### src/rtl/score_history_reader.sv
// Read-side companion to the score writer: scans the regfile score slots, computes
// best and truncated-average reaction time, then lets a button browse the stored scores.
module score_history_reader #(
    parameter int WIDTH     = 13,
    parameter int NUM_SLOTS = 7,
    parameter int ADDR_W    = 3
) (
    input  logic              Clock,
    input  logic              Reset,
    input  logic              Start,
    input  logic              buttonNext,
    input  logic [WIDTH-1:0]  RunCount,
    input  logic [WIDTH-1:0]  ReadData,
    output logic [ADDR_W-1:0] ReadAddr,
    output logic [WIDTH-1:0]  ShowValue,
    output logic [3:0]        ShowIndex,
    output logic [WIDTH-1:0]  BestScore,
    output logic [WIDTH-1:0]  AvgScore,
    output logic              Busy,
    output logic              Done
);

    localparam int SUM_W = WIDTH + 3;
    localparam int CNT_W = $clog2(SUM_W + 1);

    typedef enum logic [1:0] {IDLE, SCAN, DIVIDE, BROWSE} state_t;

    state_t             state_q, state_d;
    logic [ADDR_W-1:0]  addr_q, addr_d;
    logic [WIDTH-1:0]   show_value_q, show_value_d;
    logic [3:0]         show_index_q, show_index_d;
    logic [WIDTH-1:0]   best_q, best_d;
    logic [WIDTH-1:0]   avg_q, avg_d;
    logic [WIDTH-1:0]   min_q, min_d;
    logic [SUM_W-1:0]   sum_q, sum_d;   // running sum, then dividend/quotient shift register
    logic [SUM_W-1:0]   rem_q, rem_d;
    logic [3:0]         n_q, n_d;
    logic [CNT_W-1:0]   bit_cnt_q, bit_cnt_d;
    logic               btn_q;

    logic [3:0]         n_eff;
    logic               btn_rise;
    logic [3:0]         index_inc;
    logic [SUM_W-1:0]   rem_shift;
    logic [SUM_W-1:0]   quot_shift;

    assign n_eff     = (RunCount > WIDTH'(NUM_SLOTS)) ? 4'(NUM_SLOTS) : RunCount[3:0];
    assign btn_rise  = buttonNext & ~btn_q;
    assign index_inc = (show_index_q == n_q) ? 4'd1 : show_index_q + 4'd1;
    assign rem_shift  = {rem_q[SUM_W-2:0], sum_q[SUM_W-1]};
    assign quot_shift = {sum_q[SUM_W-2:0], 1'b0};

    always_comb begin
        // NOTE: every signal gets its hold value first so no path through the case infers a latch.
        state_d      = state_q;
        addr_d       = addr_q;
        show_value_d = show_value_q;
        show_index_d = show_index_q;
        best_d       = best_q;
        avg_d        = avg_q;
        min_d        = min_q;
        sum_d        = sum_q;
        rem_d        = rem_q;
        n_d          = n_q;
        bit_cnt_d    = bit_cnt_q;

        case (state_q)
            IDLE, BROWSE: begin
                if (state_q == BROWSE) begin
                    show_value_d = ReadData;
                    if (btn_rise && n_q != 4'd0) begin
                        show_index_d = index_inc;
                        addr_d       = ADDR_W'(index_inc);
                    end
                end
                // Start is evaluated last so it overrides a simultaneous button step.
                if (Start) begin
                    n_d = n_eff;
                    if (n_eff == 4'd0) begin
                        state_d      = BROWSE;
                        best_d       = '0;
                        avg_d        = '0;
                        show_value_d = '0;
                        show_index_d = 4'd0;
                        addr_d       = '0;
                    end else begin
                        state_d = SCAN;
                        addr_d  = ADDR_W'(1);
                        sum_d   = '0;
                        min_d   = '1;
                    end
                end
            end

            SCAN: begin
                sum_d = sum_q + SUM_W'(ReadData);
                min_d = (ReadData < min_q) ? ReadData : min_q;
                if (4'(addr_q) == n_q) begin
                    state_d   = DIVIDE;
                    rem_d     = '0;
                    bit_cnt_d = '0;
                end else begin
                    addr_d = addr_q + ADDR_W'(1);
                end
            end

            DIVIDE: begin
                if (bit_cnt_q == CNT_W'(SUM_W)) begin
                    best_d       = min_q;
                    avg_d        = (|sum_q[SUM_W-1:WIDTH]) ? '1 : sum_q[WIDTH-1:0];
                    addr_d       = ADDR_W'(1);
                    show_index_d = 4'd1;
                    state_d      = BROWSE;
                end else begin
                    bit_cnt_d = bit_cnt_q + CNT_W'(1);
                    if (rem_shift >= SUM_W'(n_q)) begin
                        rem_d = rem_shift - SUM_W'(n_q);
                        sum_d = quot_shift | SUM_W'(1);
                    end else begin
                        rem_d = rem_shift;
                        sum_d = quot_shift;
                    end
                end
            end

            default: state_d = IDLE;
        endcase
    end

    always_ff @(posedge Clock or posedge Reset) begin
        if (Reset) begin
            state_q      <= IDLE;
            addr_q       <= '0;
            show_value_q <= '0;
            show_index_q <= 4'd0;
            best_q       <= '0;
            avg_q        <= '0;
            min_q        <= '0;
            sum_q        <= '0;
            rem_q        <= '0;
            n_q          <= 4'd0;
            bit_cnt_q    <= '0;
            btn_q        <= 1'b0;
        end else begin
            state_q      <= state_d;
            addr_q       <= addr_d;
            show_value_q <= show_value_d;
            show_index_q <= show_index_d;
            best_q       <= best_d;
            avg_q        <= avg_d;
            min_q        <= min_d;
            sum_q        <= sum_d;
            rem_q        <= rem_d;
            n_q          <= n_d;
            bit_cnt_q    <= bit_cnt_d;
            btn_q        <= buttonNext;
        end
    end

    assign ReadAddr  = addr_q;
    assign ShowValue = show_value_q;
    assign ShowIndex = show_index_q;
    assign BestScore = best_q;
    assign AvgScore  = avg_q;
    assign Busy      = (state_q == SCAN) || (state_q == DIVIDE);
    assign Done      = (state_q == BROWSE);

endmodule

### config.mk
export PLATFORM = sky130hd
export DESIGN_NAME = score_history_reader
export DESIGN_NICKNAME = d
export VERILOG_FILES = /design/src/rtl/score_history_reader.sv
export SDC_FILE = /design/constraint.sdc
export NUM_CORES = 1
export LEC_CHECK = 0
export ABC_AREA = 1
export BUFFER_PORTS_ARGS = -buffer_cell sky130_fd_sc_hd__buf_2
export CAP_MARGIN = 20
export CORE_AREA = 8 8 138 140
export DETAILED_ROUTE_END_ITERATION = 12
export DIE_AREA = 0 0 146 148
export PLACE_DENSITY_LB_ADDON = 0.15
export SLEW_MARGIN = 25
export SYNTH_ARGS = -nofsm -noshare
export SYNTH_HDL_FRONTEND = slang
export SYNTH_SLANG_ARGS = --single-unit
export TNS_END_PERCENT = 100
### constraint.sdc
create_clock -name Clock -period 9.11 [get_ports Clock]
set_clock_uncertainty 0.05 [all_clocks]
set_input_delay 0.911 -clock Clock [delete_from_list [all_inputs] [get_ports Clock]]
set_output_delay 0.911 -clock Clock [all_outputs]
set_load 0.05 [all_outputs]
==> flow_metrics.env <==
export IMPL_clock_path_buffers=2
export IMPL_cts_resized=0
export IMPL_hold_viol_final=0
export IMPL_place_area_um2=7180
export IMPL_cp_max_fo=14
export IMPL_io_pins=78
export IMPL_root_buffer="clkbuf_16"
export IMPL_core_um2=16900
export IMPL_final_area_um2=7480
export IMPL_path_clk_slew_ns=0.08
export IMPL_std_cell_rows=48
export IMPL_synth_adder_area_share_pct=7.59
export IMPL_final_cell_mix="nand2_1 (326), inv_1 (121), dfrtp_1 (102)"
export IMPL_maxSlewViolCount=0
export IMPL_dp_cells=1223
export IMPL_setup_violations=0
export IMPL_ys_flop_type="dfrtp_1"
export IMPL_drcViolationCount=0
export IMPL_fin_crit_ns=3.01
export IMPL_synth_xor_area_share_pct=2.12
export IMPL_period_share_pct=33.0
export IMPL_clock_fmax_mhz=332
export IMPL_required_ns=8.15
export IMPL_drt_antenna_violating_nets=0
export IMPL_h_tree_depth=3
export IMPL_postSynthAreaPerCell_um2=7.03
export IMPL_vias=6085
export IMPL_first_pass_iters=5
export IMPL_gp_congestion=0.889
export IMPL_wirelength_mm=18.5
export IMPL_area_growth_synth_to_final_pct=12.9
export IMPL_synth_cells=942
export IMPL_start_util_pct=39.1
export IMPL_synth_top_family_by_area="simple AND/OR/NAND/NOR gates"
export IMPL_synth_net_count=1011
export IMPL_drive_above_1_share_pct=11.9
export IMPL_grt_pass1_wl_mm=31.1
export IMPL_cp_arrival_ns=2.05
export IMPL_final_net_count=1078
export IMPL_yosys_mux_area_fraction_pct=0
export IMPL_leakagePower_uw=0.00420
export IMPL_status="finished, final reports clean"
export IMPL_cts_hold_buf=0
export IMPL_critical_path_class="flop to primary output"
export IMPL_ys_async_sr_fraction_pct=100
export IMPL_dieArea_um2=21600
export IMPL_antenna_found_initial=1
export IMPL_cts_sinks=102
export IMPL_layout_commonest_cell="nand2_1"
export IMPL_power_density_nw_per_um2=398
export IMPL_die_y_um=148
export IMPL_ys_ff_latch=102
export IMPL_fillers=1812
export IMPL_yosysWarningCount=0
export IMPL_peakVddDrop_uv=261
export IMPL_cts_buffers_inserted=9
export IMPL_hold_ws_ns=0.423
export IMPL_place_port_buffers=77
export IMPL_grt_max_degree=69
export IMPL_cts_tree="built"
export IMPL_synth_compound_area_share_pct=9.07
export IMPL_wl_per_cell_um=15.0
export IMPL_syn_area_um2=6620
export IMPL_grt_overflow_total=0
export IMPL_finalSetupTns_ns=0
export IMPL_dp_hpwl_mm=14.2
export IMPL_synth_edff_count=0
export IMPL_max_slew_margin_pct=40.8
export IMPL_cap_violations=0
export IMPL_yosys_area_share_simple_pct=33.5
export IMPL_rsz0062_at_grt="false"
export IMPL_finalNonFillerCells=1240
export IMPL_clock_latency_ns=0.35
export IMPL_drt_iter0_markers=437
export IMPL_post_place_ws_ns=6.16
export IMPL_fin_ws_ns=6.10
export IMPL_crit_path_end_kind="primary output"
export IMPL_post_cts_buffers=0
export IMPL_yosysSeqAreaShare_pct=38.5
export IMPL_worstMarginPinSlew_ns=0.887
export IMPL_startpoint_type="flop"
export IMPL_die_w_um=146
export IMPL_grt_pass1_vias=5883
export IMPL_hold_class="flop to flop"
export IMPL_viasPerCell=4.91
export IMPL_track_usage_pct=17.6
export IMPL_synth_cell_type_count=39
[worst max-delay path, stage by stage, from the launching register on]
cell     delay [ns]
dfrtp_1        0.42
inv_1          0.07
ha_1           0.47
inv_1          0.39
buf_2          0.35
[cell families (layout without fill, tap and decap cells)]
family	count (synthesis)	after routing
and+or+nand+nor	520	520
buffers and inverters	150	222
AOI/OAI and AO/OA	115	115
DFF	102	102
adders and majority gates	39	39
xor gates and xnor gates	16	16
other	0	1
[metrics by stage]
step	utilization [%]	total power, uW
floorplan	-	2190
global placement	42.4	2590
detailed placement	42.4	2600
CTS	44.1	3000
global route	44.1	3250
finish	44.1	2970
[flip-flops by register name, indices dropped and copies added, names as in the netlist]
signal	flops
BestScore	13
sum_q	16
AvgScore	13
state_q	2
btn_q	1
bit_cnt_q	5
n_q	4
ShowIndex	4
ShowValue	13
ReadAddr	3
rem_q	15
min_q	13
[cells in the mapped netlist, drive strengths merged, types with 3 or more instances]
cell type	number	area, um^2
nand2	328	1240
inv	124	468
buf	13	90.1
o21ai	72	360
a21oi	29	149
xnor2	4	35.0
dfrtp	102	2550
xor2	12	105
nand4	17	113
o31ai	3	22.5
nor3	6	30.0
ha	37	463
o22ai	9	56.3
nand3	89	450
or2	13	81.3
nor2	61	263
clkbuf	11	42.5
[final timing paths]
kind,to,cells past startpoint,start,slack (ns)
worst min register to register,BestScore[11],2,BestScore[11],0.42
worst max-delay path,Busy,4,state_q[0],6.10
max in group asynchronous,sum_q[6],3,Reset,7.25
worst min-delay path,BestScore[11],2,BestScore[11],0.42
min in group asynchronous,BestScore[1],2,Reset,0.52
worst max register to register,rem_q[14],8,state_q[0],6.31
[final cells by class]
class / instances / area [um^2] / area share [%]
multi-input combinational: 690 / 3460 / 46.3
sequential: 102 / 2550 / 34.1
inverter: 126 / 478 / 6.39
timing repair buffer: 80 / 408 / 5.46
tap: 225 / 282 / 3.77
clock buffer: 10 / 239 / 3.20
clock inverter: 6 / 51.3 / 0.686
antenna: 1 / 2.50 / 0.0335
[layer usage]
metal  part of all wire (%)  global-route usage, %
met5                      0                      0
met4                    1.4                   5.20
met3                    3.3                   2.32
met2                     44                   27.1
met1                     51                   25.1
[power breakdown]
group	switching, uW	internal [uW]	total (uW)
combinational	1310	488	1800
sequential	143	643	786
clock	190	197	387
(Power assumes the default switching activity.)
